## src/rtl/bnn_pkg.sv

```systemverilog
// rtl/bnn_pkg.sv - shared types and sizing helpers for the BNN parameter loader
package bnn_pkg;

    localparam int CHAIN_BITS_DEF = 216;
    localparam int BYTE_W_DEF     = 8;

    typedef enum logic [1:0] {
        ST_IDLE  = 2'd0,
        ST_FETCH = 2'd1,
        ST_SHIFT = 2'd2,
        ST_DONE  = 2'd3
    } load_state_e;

    function automatic int bytes_owed(input int bits, input int w);
        return (bits + w - 1) / w;
    endfunction

endpackage

```

## src/rtl/bnn_byte_serializer.sv

```systemverilog
// rtl/bnn_byte_serializer.sv - one-entry holding buffer feeding an MSB-first bit shifter
module bnn_byte_serializer
    import bnn_pkg::*;
#(
    parameter int BYTE_W = BYTE_W_DEF
) (
    input  logic              clk,
    input  logic              rst_n,
    input  logic              clr,
    input  logic              load,
    input  logic [BYTE_W-1:0] byte_in,
    input  logic              shift,
    output logic              bit_out,
    output logic              bit_valid,
    output logic              last_bit,
    output logic              buf_full
);

    localparam int IDX_W = $clog2(BYTE_W + 1);

    logic [BYTE_W-1:0] sr_q, sr_d;
    logic [BYTE_W-1:0] buf_q, buf_d;
    logic [IDX_W-1:0]  idx_q, idx_d;
    logic              buf_full_q, buf_full_d;
    logic              sr_empties;

    always_comb begin
        sr_d       = sr_q;
        idx_d      = idx_q;
        buf_d      = buf_q;
        buf_full_d = buf_full_q;
        sr_empties = (idx_q == '0) || ((idx_q == IDX_W'(1)) && shift);
        if (clr) begin
            sr_d       = '0;
            idx_d      = '0;
            buf_d      = '0;
            buf_full_d = 1'b0;
        end else begin
            if (shift && (idx_q != '0)) begin
                sr_d  = {sr_q[BYTE_W-2:0], 1'b0};
                idx_d = idx_q - IDX_W'(1);
            end
            // A byte arriving as the shifter drains goes straight in, keeping setup continuous.
            if (sr_empties && buf_full_q) begin
                sr_d       = buf_q;
                idx_d      = IDX_W'(BYTE_W);
                buf_full_d = 1'b0;
            end else if (sr_empties && load) begin
                sr_d  = byte_in;
                idx_d = IDX_W'(BYTE_W);
            end else if (load) begin
                buf_d      = byte_in;
                buf_full_d = 1'b1;
            end
        end
    end

    always_ff @(posedge clk or negedge rst_n) begin
        if (!rst_n) begin
            sr_q       <= '0;
            idx_q      <= '0;
            buf_q      <= '0;
            buf_full_q <= 1'b0;
        end else begin
            sr_q       <= sr_d;
            idx_q      <= idx_d;
            buf_q      <= buf_d;
            buf_full_q <= buf_full_d;
        end
    end

    assign bit_out   = sr_q[BYTE_W-1];
    assign bit_valid = (idx_q != '0);
    assign last_bit  = (idx_q == IDX_W'(1));
    assign buf_full  = buf_full_q;

endmodule

```

## src/rtl/bnn_param_loader.sv

```systemverilog
// rtl/bnn_param_loader.sv - streams host bytes into the BNN parameter chain and packs displaced bits for readback
module bnn_param_loader
    import bnn_pkg::*;
#(
    parameter int CHAIN_BITS = CHAIN_BITS_DEF,
    parameter int BYTE_W     = BYTE_W_DEF
) (
    input  logic              clk,
    input  logic              rst_n,
    input  logic              start,
    input  logic [BYTE_W-1:0] byte_in,
    input  logic              byte_valid,
    output logic              byte_ready,
    output logic              setup,
    output logic              param_in,
    input  logic              param_out,
    output logic [BYTE_W-1:0] rb_byte,
    output logic              rb_valid,
    output logic              busy,
    output logic              done
);

    localparam int CNT_W  = $clog2(CHAIN_BITS + 1);
    localparam int BYTES  = bytes_owed(CHAIN_BITS, BYTE_W);
    localparam int BCNT_W = $clog2(BYTES + 1);
    localparam int RB_W   = $clog2(BYTE_W);
    localparam logic [CNT_W-1:0] LAST_IDX = CNT_W'(CHAIN_BITS - 1);

    load_state_e       state_q, state_d;
    logic [CNT_W-1:0]  bit_cnt_q, bit_cnt_d;
    logic [BCNT_W-1:0] byte_cnt_q, byte_cnt_d;
    logic              busy_q, busy_d;
    logic              done_q, done_d;
    logic [BYTE_W-1:0] rb_sr_q, rb_sr_d;
    logic [RB_W-1:0]   rb_cnt_q, rb_cnt_d;
    logic [BYTE_W-1:0] rb_byte_q, rb_byte_d;
    logic              rb_valid_q, rb_valid_d;

    logic              ser_bit, ser_valid, ser_last, ser_buf_full;
    logic              ser_shift, ser_clr, accept, last_edge;
    logic [BYTE_W-1:0] rb_word;

    assign ser_shift  = (state_q == ST_SHIFT) && ser_valid;
    assign ser_clr    = (state_q == ST_IDLE) || (state_q == ST_DONE);
    assign byte_ready = (state_q == ST_FETCH) ||
                        ((state_q == ST_SHIFT) && !ser_buf_full && (byte_cnt_q < BCNT_W'(BYTES)));
    assign accept     = byte_valid && byte_ready;
    assign last_edge  = ser_shift && (bit_cnt_q == LAST_IDX);
    assign rb_word    = {rb_sr_q[BYTE_W-2:0], param_out};

    bnn_byte_serializer #(
        .BYTE_W(BYTE_W)
    ) u_ser (
        .clk      (clk),
        .rst_n    (rst_n),
        .clr      (ser_clr),
        .load     (accept),
        .byte_in  (byte_in),
        .shift    (ser_shift),
        .bit_out  (ser_bit),
        .bit_valid(ser_valid),
        .last_bit (ser_last),
        .buf_full (ser_buf_full)
    );

    always_comb begin
        state_d    = state_q;
        busy_d     = busy_q;
        done_d     = 1'b0;
        rb_valid_d = 1'b0;
        rb_byte_d  = rb_byte_q;
        bit_cnt_d  = bit_cnt_q;
        byte_cnt_d = byte_cnt_q;
        rb_sr_d    = rb_sr_q;
        rb_cnt_d   = rb_cnt_q;

        if (accept) begin
            byte_cnt_d = byte_cnt_q + BCNT_W'(1);
        end

        if (ser_shift) begin
            if (bit_cnt_q != CNT_W'(CHAIN_BITS)) begin
                bit_cnt_d = bit_cnt_q + CNT_W'(1);
            end
            rb_sr_d  = rb_word;
            rb_cnt_d = rb_cnt_q + RB_W'(1);
            if (rb_cnt_q == RB_W'(BYTE_W - 1)) begin
                rb_byte_d  = rb_word;
                rb_valid_d = 1'b1;
            end else if (last_edge) begin
                // Short tail byte: left-align the collected bits, zeros below.
                rb_byte_d  = rb_word << (RB_W'(BYTE_W - 1) - rb_cnt_q);
                rb_valid_d = 1'b1;
            end
        end

        case (state_q)
            ST_IDLE: begin
                if (start) begin
                    state_d    = ST_FETCH;
                    busy_d     = 1'b1;
                    bit_cnt_d  = '0;
                    byte_cnt_d = '0;
                    rb_sr_d    = '0;
                    rb_cnt_d   = '0;
                end
            end
            ST_FETCH: begin
                if (accept) begin
                    state_d = ST_SHIFT;
                end
            end
            ST_SHIFT: begin
                if (last_edge) begin
                    state_d = ST_DONE;
                    done_d  = 1'b1;
                end else if (ser_shift && ser_last && !ser_buf_full && !accept) begin
                    state_d = ST_FETCH;
                end
            end
            ST_DONE: begin
                state_d = ST_IDLE;
                busy_d  = 1'b0;
            end
            default: begin
                state_d = ST_IDLE;
                busy_d  = 1'b0;
            end
        endcase
    end

    always_ff @(posedge clk or negedge rst_n) begin
        if (!rst_n) begin
            state_q    <= ST_IDLE;
            bit_cnt_q  <= '0;
            byte_cnt_q <= '0;
            busy_q     <= 1'b0;
            done_q     <= 1'b0;
            rb_sr_q    <= '0;
            rb_cnt_q   <= '0;
            rb_byte_q  <= '0;
            rb_valid_q <= 1'b0;
        end else begin
            state_q    <= state_d;
            bit_cnt_q  <= bit_cnt_d;
            byte_cnt_q <= byte_cnt_d;
            busy_q     <= busy_d;
            done_q     <= done_d;
            rb_sr_q    <= rb_sr_d;
            rb_cnt_q   <= rb_cnt_d;
            rb_byte_q  <= rb_byte_d;
            rb_valid_q <= rb_valid_d;
        end
    end

    assign setup    = ser_shift;
    assign param_in = ser_shift & ser_bit;
    assign rb_byte  = rb_byte_q;
    assign rb_valid = rb_valid_q;
    assign busy     = busy_q;
    assign done     = done_q;

endmodule

```

## config.mk

```make
export PLATFORM = sky130hd
export DESIGN_NAME = bnn_param_loader
export DESIGN_NICKNAME = d
export VERILOG_FILES = /design/src/rtl/bnn_pkg.sv /design/src/rtl/bnn_byte_serializer.sv /design/src/rtl/bnn_param_loader.sv
export SDC_FILE = /design/constraint.sdc
export NUM_CORES = 1
export LEC_CHECK = 0
export BUFFER_PORTS_ARGS = -buffer_cell sky130_fd_sc_hd__buf_2
export CORE_MARGIN = 5
export CORE_UTILIZATION = 45
export DETAILED_ROUTE_END_ITERATION = 10
export GPL_ROUTABILITY_DRIVEN = 0
export GPL_TIMING_DRIVEN = 0
export PLACE_DENSITY = 0.71
export SLEW_MARGIN = 30
export SYNTH_ARGS = -nofsm -noshare
export SYNTH_HDL_FRONTEND = slang
export SYNTH_SLANG_ARGS = --single-unit
```

## constraint.sdc

```tcl
create_clock -name clk -period 2.62 [get_ports clk]
set_input_delay 0 -clock clk [delete_from_list [all_inputs] [get_ports clk]]
set_output_delay 0 -clock clk [all_outputs]
set_load 0.1 [all_outputs]
```

# Word-level counts from Yosys, hierarchy flattened
# Cells that the tools add are included.
# word_totals
ff_bits	58
out_inout_bits	14
wordCells	105
# op_classes
add_sub_neg	5
order_cmp	1
eq_ne	13
n_shift	1
mux	42
bitwise_logic	1
n_reduce_logical	29
# ops
cell	n
8-bit two-way mux	17
4-bit two-way mux	4
5-bit two-way mux	3
1-bit logical AND	11
1-bit two-way mux	9
3-bit two-way mux	3
8-bit by 1-bit adder with 8-bit output, second input constant	1
8-bit equality test, second input constant	1
2-bit two-way mux	4
2-bit != test, second input constant	4
8-bit != test, second input constant	1
2-bit case mux with 4 select lines	1
4-bit nonzero test	2
8-bit by 3-bit left shift with 8-bit output	1
3-bit by 2-bit != test with 1-bit output, second input constant	2
2-bit AND reduction	3
3-bit AND reduction	2
2-bit nonzero test	3
5-bit by 1-bit adder with 5-bit output, second input constant	1
5-bit less-than comparator, second input constant	1
2-bit equality test, second input constant	2
4-bit by 1-bit equality test with 1-bit output, second input constant	1
4-bit zero test	1
4-bit by 1-bit subtractor with 4-bit output, second input constant	1
other kinds (10)	13

# Depth between registers and ports, before layout
# depth
ltp_word	10
mapped_depth	10

# Cells and area by module
# Synthesis repeated with hierarchy kept, for this count alone.
# unflattened
hier_cells	320
hier_area_um2	3291.9
# by_module_without_submodules
module	n_inst	cells_each	area_each_um2	seq_area_each_um2
bnn_param_loader	1	213	2120.8	900.9
bnn_byte_serializer	1	107	1171.1	525.5

# Least setup slack after synthesis
# OpenSTA, ideal clock, no wires.
# synth_path
path_kind	reg2reg
from	register state_q[0]
to	register u_ser.sr_q[0]
setup_ns	0.119
t_arrival_ns	1.793
required_ns	2.501
setup_slack_ns	0.708
stages_incl_launch_ff	11
path_cell_list	dfrtp_1 -> inv_1 -> ha_1 -> buf_6 -> a21oi_4 -> nand2b_1 -> buf_4 -> nor2_2 -> buf_2 -> a22o_1 -> o21a_1
# synth_between
elab_chain_len	9
# synth_lines
element	line_no	text
start, declared	bnn_param_loader.sv:29	load_state_e state_q, state_d;
start signal, assigned	bnn_param_loader.sv:144	state_q <= state_d;
2-bit equality test	bnn_param_loader.sv:43, bnn_param_loader.sv:46	
1-bit logical AND (2 in a row)	bnn_param_loader.sv:46	((state_q == ST_SHIFT) && !ser_buf_full && (byte_cnt_q < BCNT_W'(BYTES)));
1-bit logical OR	bnn_param_loader.sv:45	assign byte_ready = (state_q == ST_FETCH) ||
1-bit logical AND	bnn_param_loader.sv:47	assign accept = byte_valid && byte_ready;
1-bit logical AND	bnn_byte_serializer.sv:48	end else if (sr_empties && load) begin
8-bit two-way mux	bnn_byte_serializer.sv:48	
8-bit two-way mux	bnn_byte_serializer.sv:44	if (sr_empties && buf_full_q) begin
8-bit two-way mux	bnn_byte_serializer.sv:33	if (clr) begin
end signal, assigned	bnn_byte_serializer.sv:65	sr_q <= sr_d;
end, declared	bnn_byte_serializer.sv:21	logic [BYTE_W-1:0] sr_q, sr_d;
# Several ways; a longest one is shown, not always the timed one.
# A chain may end at the register's enable or synchronous reset.

# Worst setup path in the final report
# layout_path
from	register u_ser.idx_q[1]
to	output setup
# layout_between
elab_chain_len	2
# layout_lines
element	line_no	text
start, declared	bnn_byte_serializer.sv:23	logic [IDX_W-1:0] idx_q, idx_d;
start signal, assigned	bnn_byte_serializer.sv:66	idx_q <= idx_d;
4-bit nonzero test	bnn_byte_serializer.sv:73	assign bit_valid = (idx_q != '0);
1-bit logical AND	bnn_param_loader.sv:43	assign ser_shift = (state_q == ST_SHIFT) && ser_valid;
end, declared	bnn_param_loader.sv:14	output logic setup,
# No other way between the ends.

==> metrics.md <==
| Metric | Value |
|---|---|
| Outcome | completed |
| Max Cap Violations | 0 |
| Asr flop ratio synth | 100% |
| Post-Syn Instances | 354 |
| Total Wirelength | 7.25 mm |
| H-Tree Depth | 3 |
| CP Max Fanout | 10 |
| Largest net degree at the start of global routing | 58 |
| Router iterations before antenna repair | 5 |
| Initial core utilization | 46.3% |
| Cts hold-fix bufs | 10 |
| Final Cell Area | 3900 sq um |
| TritonCTS clock tree | built |
| DIE WIDTH | 96.4 microns |
| Share of layout cells above drive strength 1 | 18.5% |
| Sequential fraction of the synthesis area | 42.4% |
| Setup violations, final | 0 |
| Vias in the first global route | 2675 |
| Drt drc | 0 |
| Die Y-Extent | 96.4 microns |
| Total grt overflow | 0 |
| PwrDens | 1200 nW/um^2 |
| Slowest cell delay on critical path | 0.44 ns |
| Area growth, synth to finish | 16.0% |
| Leakage power | 0.00182 uW |
| Fmax achieved | 439 MHz |
| CP max-delay cell | or3b_4 |
| Final hold vios | 0 |
| WP data arrival | 2.28 ns |
| Place WS | 0.496 ns |
| Netlist Area Pre-Place | 3360 sq um |
| Placed Instance Area | 3620 sq um |
| Tmin final | 2.28 ns |
| Maximum vdd drop | 786 uV |
| Yosys cell types | 59 |
| Vias | 2709 |
| Std cell rows | 31 |
| Reg-to-reg setup timing slack | 0.48 ns |
| Worst Path Required | 2.62 ns |
| Yosys reg bits | 57 |
| GRT Total Usage | 17.3% |
| Core area | 7250 sq um |
| Clock Skews | 0.00554 ns |
| CTS sink cnt | 57 |
| First-pass GRT wire length | 12.5 mm |
| Fin crit share | 87.0% |
| Syn Area/Cell | 9.49 sq um |
| Clock latency on the worst-skew pair | 0.34 ns |
| Initial drt markers | 88 |
| Vias per cell | 5.38 |
| CP Launch Type | flip-flop |
| Post-CTS resize count | 0 |
| Worst-margin pin slew | 0.720 ns |
| Worst relative slew slack | 52.0% |
| Die area | 9300 sq um |
| Clk root buf | clkbuf_8 |
| Final WS setup | 0.340 ns |
| N_diodes | 0 |
| Synth warn | 0 |
| Avg WL per Cell | 14.4 microns |
| Buf/Inv on CP | 4 |
| Slew Limit Fails | 0 |
| Fin Setup TNS | 0 ns |
| Port bufs | 26 |
| RSZ-0062 raised after global routing | false |
| # fillers | 686 |
| HP Class | in2reg |
| CP Cell Sequence | inv_1 > ha_1 > or3b_4 > nand2_4 > inv_2 > buf_6 > buf_2 |
| Io pins | 27 |
| DP HPWL | 5.11 mm |
| Initial antenna violation count | 0 |
| Synth Flop Type | dfrtp_1 |
| CTS Buffer Depth | 2 |
| CP delay by family, top | buffers and inverters |
| Mapped Nets | 380 |
| Crit. End Element | output port |
| Post-CTS Setup Repair Bufs | 0 |
| Crit Path Class | reg2out |
| DRT antenna net count | 0 |
| Cts bufs inserted | 9 |
| Final net count | 427 |
| Number of flops mapped to enable cells by yosys | 0 |
| Clock Pin Slew Worst Setup and Hold Paths | 0.06 ns |
## cells in the mapped netlist (all sizes together) (3+ instances only)
cell type   n  area (sq um)
dfrtp      57          1430
nand2      52           203
a21oi      41           224
o21ai      31           155
nor2       21          91.3
inv        17          63.8
nor3       15          85.1
ha         13           163
buf        12           111
a31oi       8          50.1
o211a       7          70.1
a21o        6          45.0
clkbuf      6          22.5
mux2i       6          60.1
xnor2       6          52.6
or3         5          31.3
mux4        4          90.1
nand3       4          20.0
xor2        4          35.0
mux2        3          33.8
o21a        3          22.5
## power by group
part / total [uW] / internal, uW / switching, uW / leakage, uW
Clock: 757 / 414 / 343 / 0.0000915
Combinational: 2600 / 906 / 1690 / 0.000985
Sequential: 1330 / 1120 / 206 / 0.000744
## final cells by class
class                      count  area, sq um  area share [%]
timing repair buffer          36          233            5.97
sequential                    57         1430            36.6
clock inverter                 2         12.5           0.321
clock buffer                  13          169            4.33
buffer                        18          134            3.43
tap                           99          124            3.18
inverter                      18         67.6            1.73
multi-input combinational    261         1730            44.4
## layer usage
metal | global-route usage (%) | wire length (microns) | vias up
li1 | - | - | 1349
met1 | 21.0 | 3270 | 1292
met2 | 29.1 | 3500 | 51
met3 | 4.88 | 304 | 17
met4 | 6.89 | 168 | 0
met5 | 0 | 0 | -
## layout by cell type (no fill, tap or decap), drive strengths merged, types with 3 or more instances in the layout
cell type,synthesis,routed
a21o,6,6
a21oi,41,41
a31oi,8,8
buf,12,38
clkbuf,6,19
dfrtp,57,57
dlygate4sd3,0,10
ha,13,13
inv,17,17
mux2,3,3
mux2i,6,6
mux4,4,4
nand2,52,52
nand3,4,4
nor2,21,21
nor3,15,15
o211a,7,7
o21a,3,3
o21ai,31,31
or3,5,5
xnor2,6,6
xor2,4,4
## state kept, by name (all words and copies together), names as in the netlist
signal          count
bit_cnt_q           8
busy                1
byte_cnt_q          5
done                1
rb_byte             8
rb_cnt_q            3
rb_sr_q             7
rb_valid            1
state_q             2
u_ser.buf_full      1
u_ser.buf_q         8
u_ser.idx_q         4
u_ser.sr_q          8
## path summary, 6_finish.rpt
kind,from,to,cells past startpoint
setup / recovery,u_ser.idx_q[1],setup,7
hold / removal,start,busy,5
setup reg to reg,state_q[0],u_ser.sr_q[0],10
hold reg to reg,rb_byte[2],rb_byte[2],2
max in group asynchronous,rst_n,busy,2
min in group asynchronous,rst_n,bit_cnt_q[7],2
## cells by family after synthesis
| group | count (synthesis) | synth area share, % |
|---|---|---|
| xor gates and xnor gates | 10 | 2.61 |
| buffers and inverters | 36 | 5.99 |
| AOI/OAI and AO/OA | 108 | 20.7 |
| and+or+nand+nor | 117 | 17.9 |
| adders and majority gates | 13 | 4.84 |
| DFF | 57 | 42.4 |
| muxes | 13 | 5.47 |
## metrics by stage
stage | hold WS, ns | total power, uW | cells | utilization, %
global placement | 0.251 | 3870 | 479 | 49.8
CTS | 0.0831 | 4710 | 504 | 53.8
floorplan | -0.296 | 3400 | 354 | -
finish | 0.0878 | 4680 | 504 | 53.8
global route | 0.130 | 5070 | 504 | 53.8
detailed placement | 0.110 | 3920 | 479 | 49.9
## tightest hold or removal path, stage by stage
cell     delay [ns]
buf_2          0.08
inv_1          0.05
mux2i_1        0.12
nand2_1        0.06
o21ai_0        0.07
No activity file was read; power rests on OpenSTA's default activity.
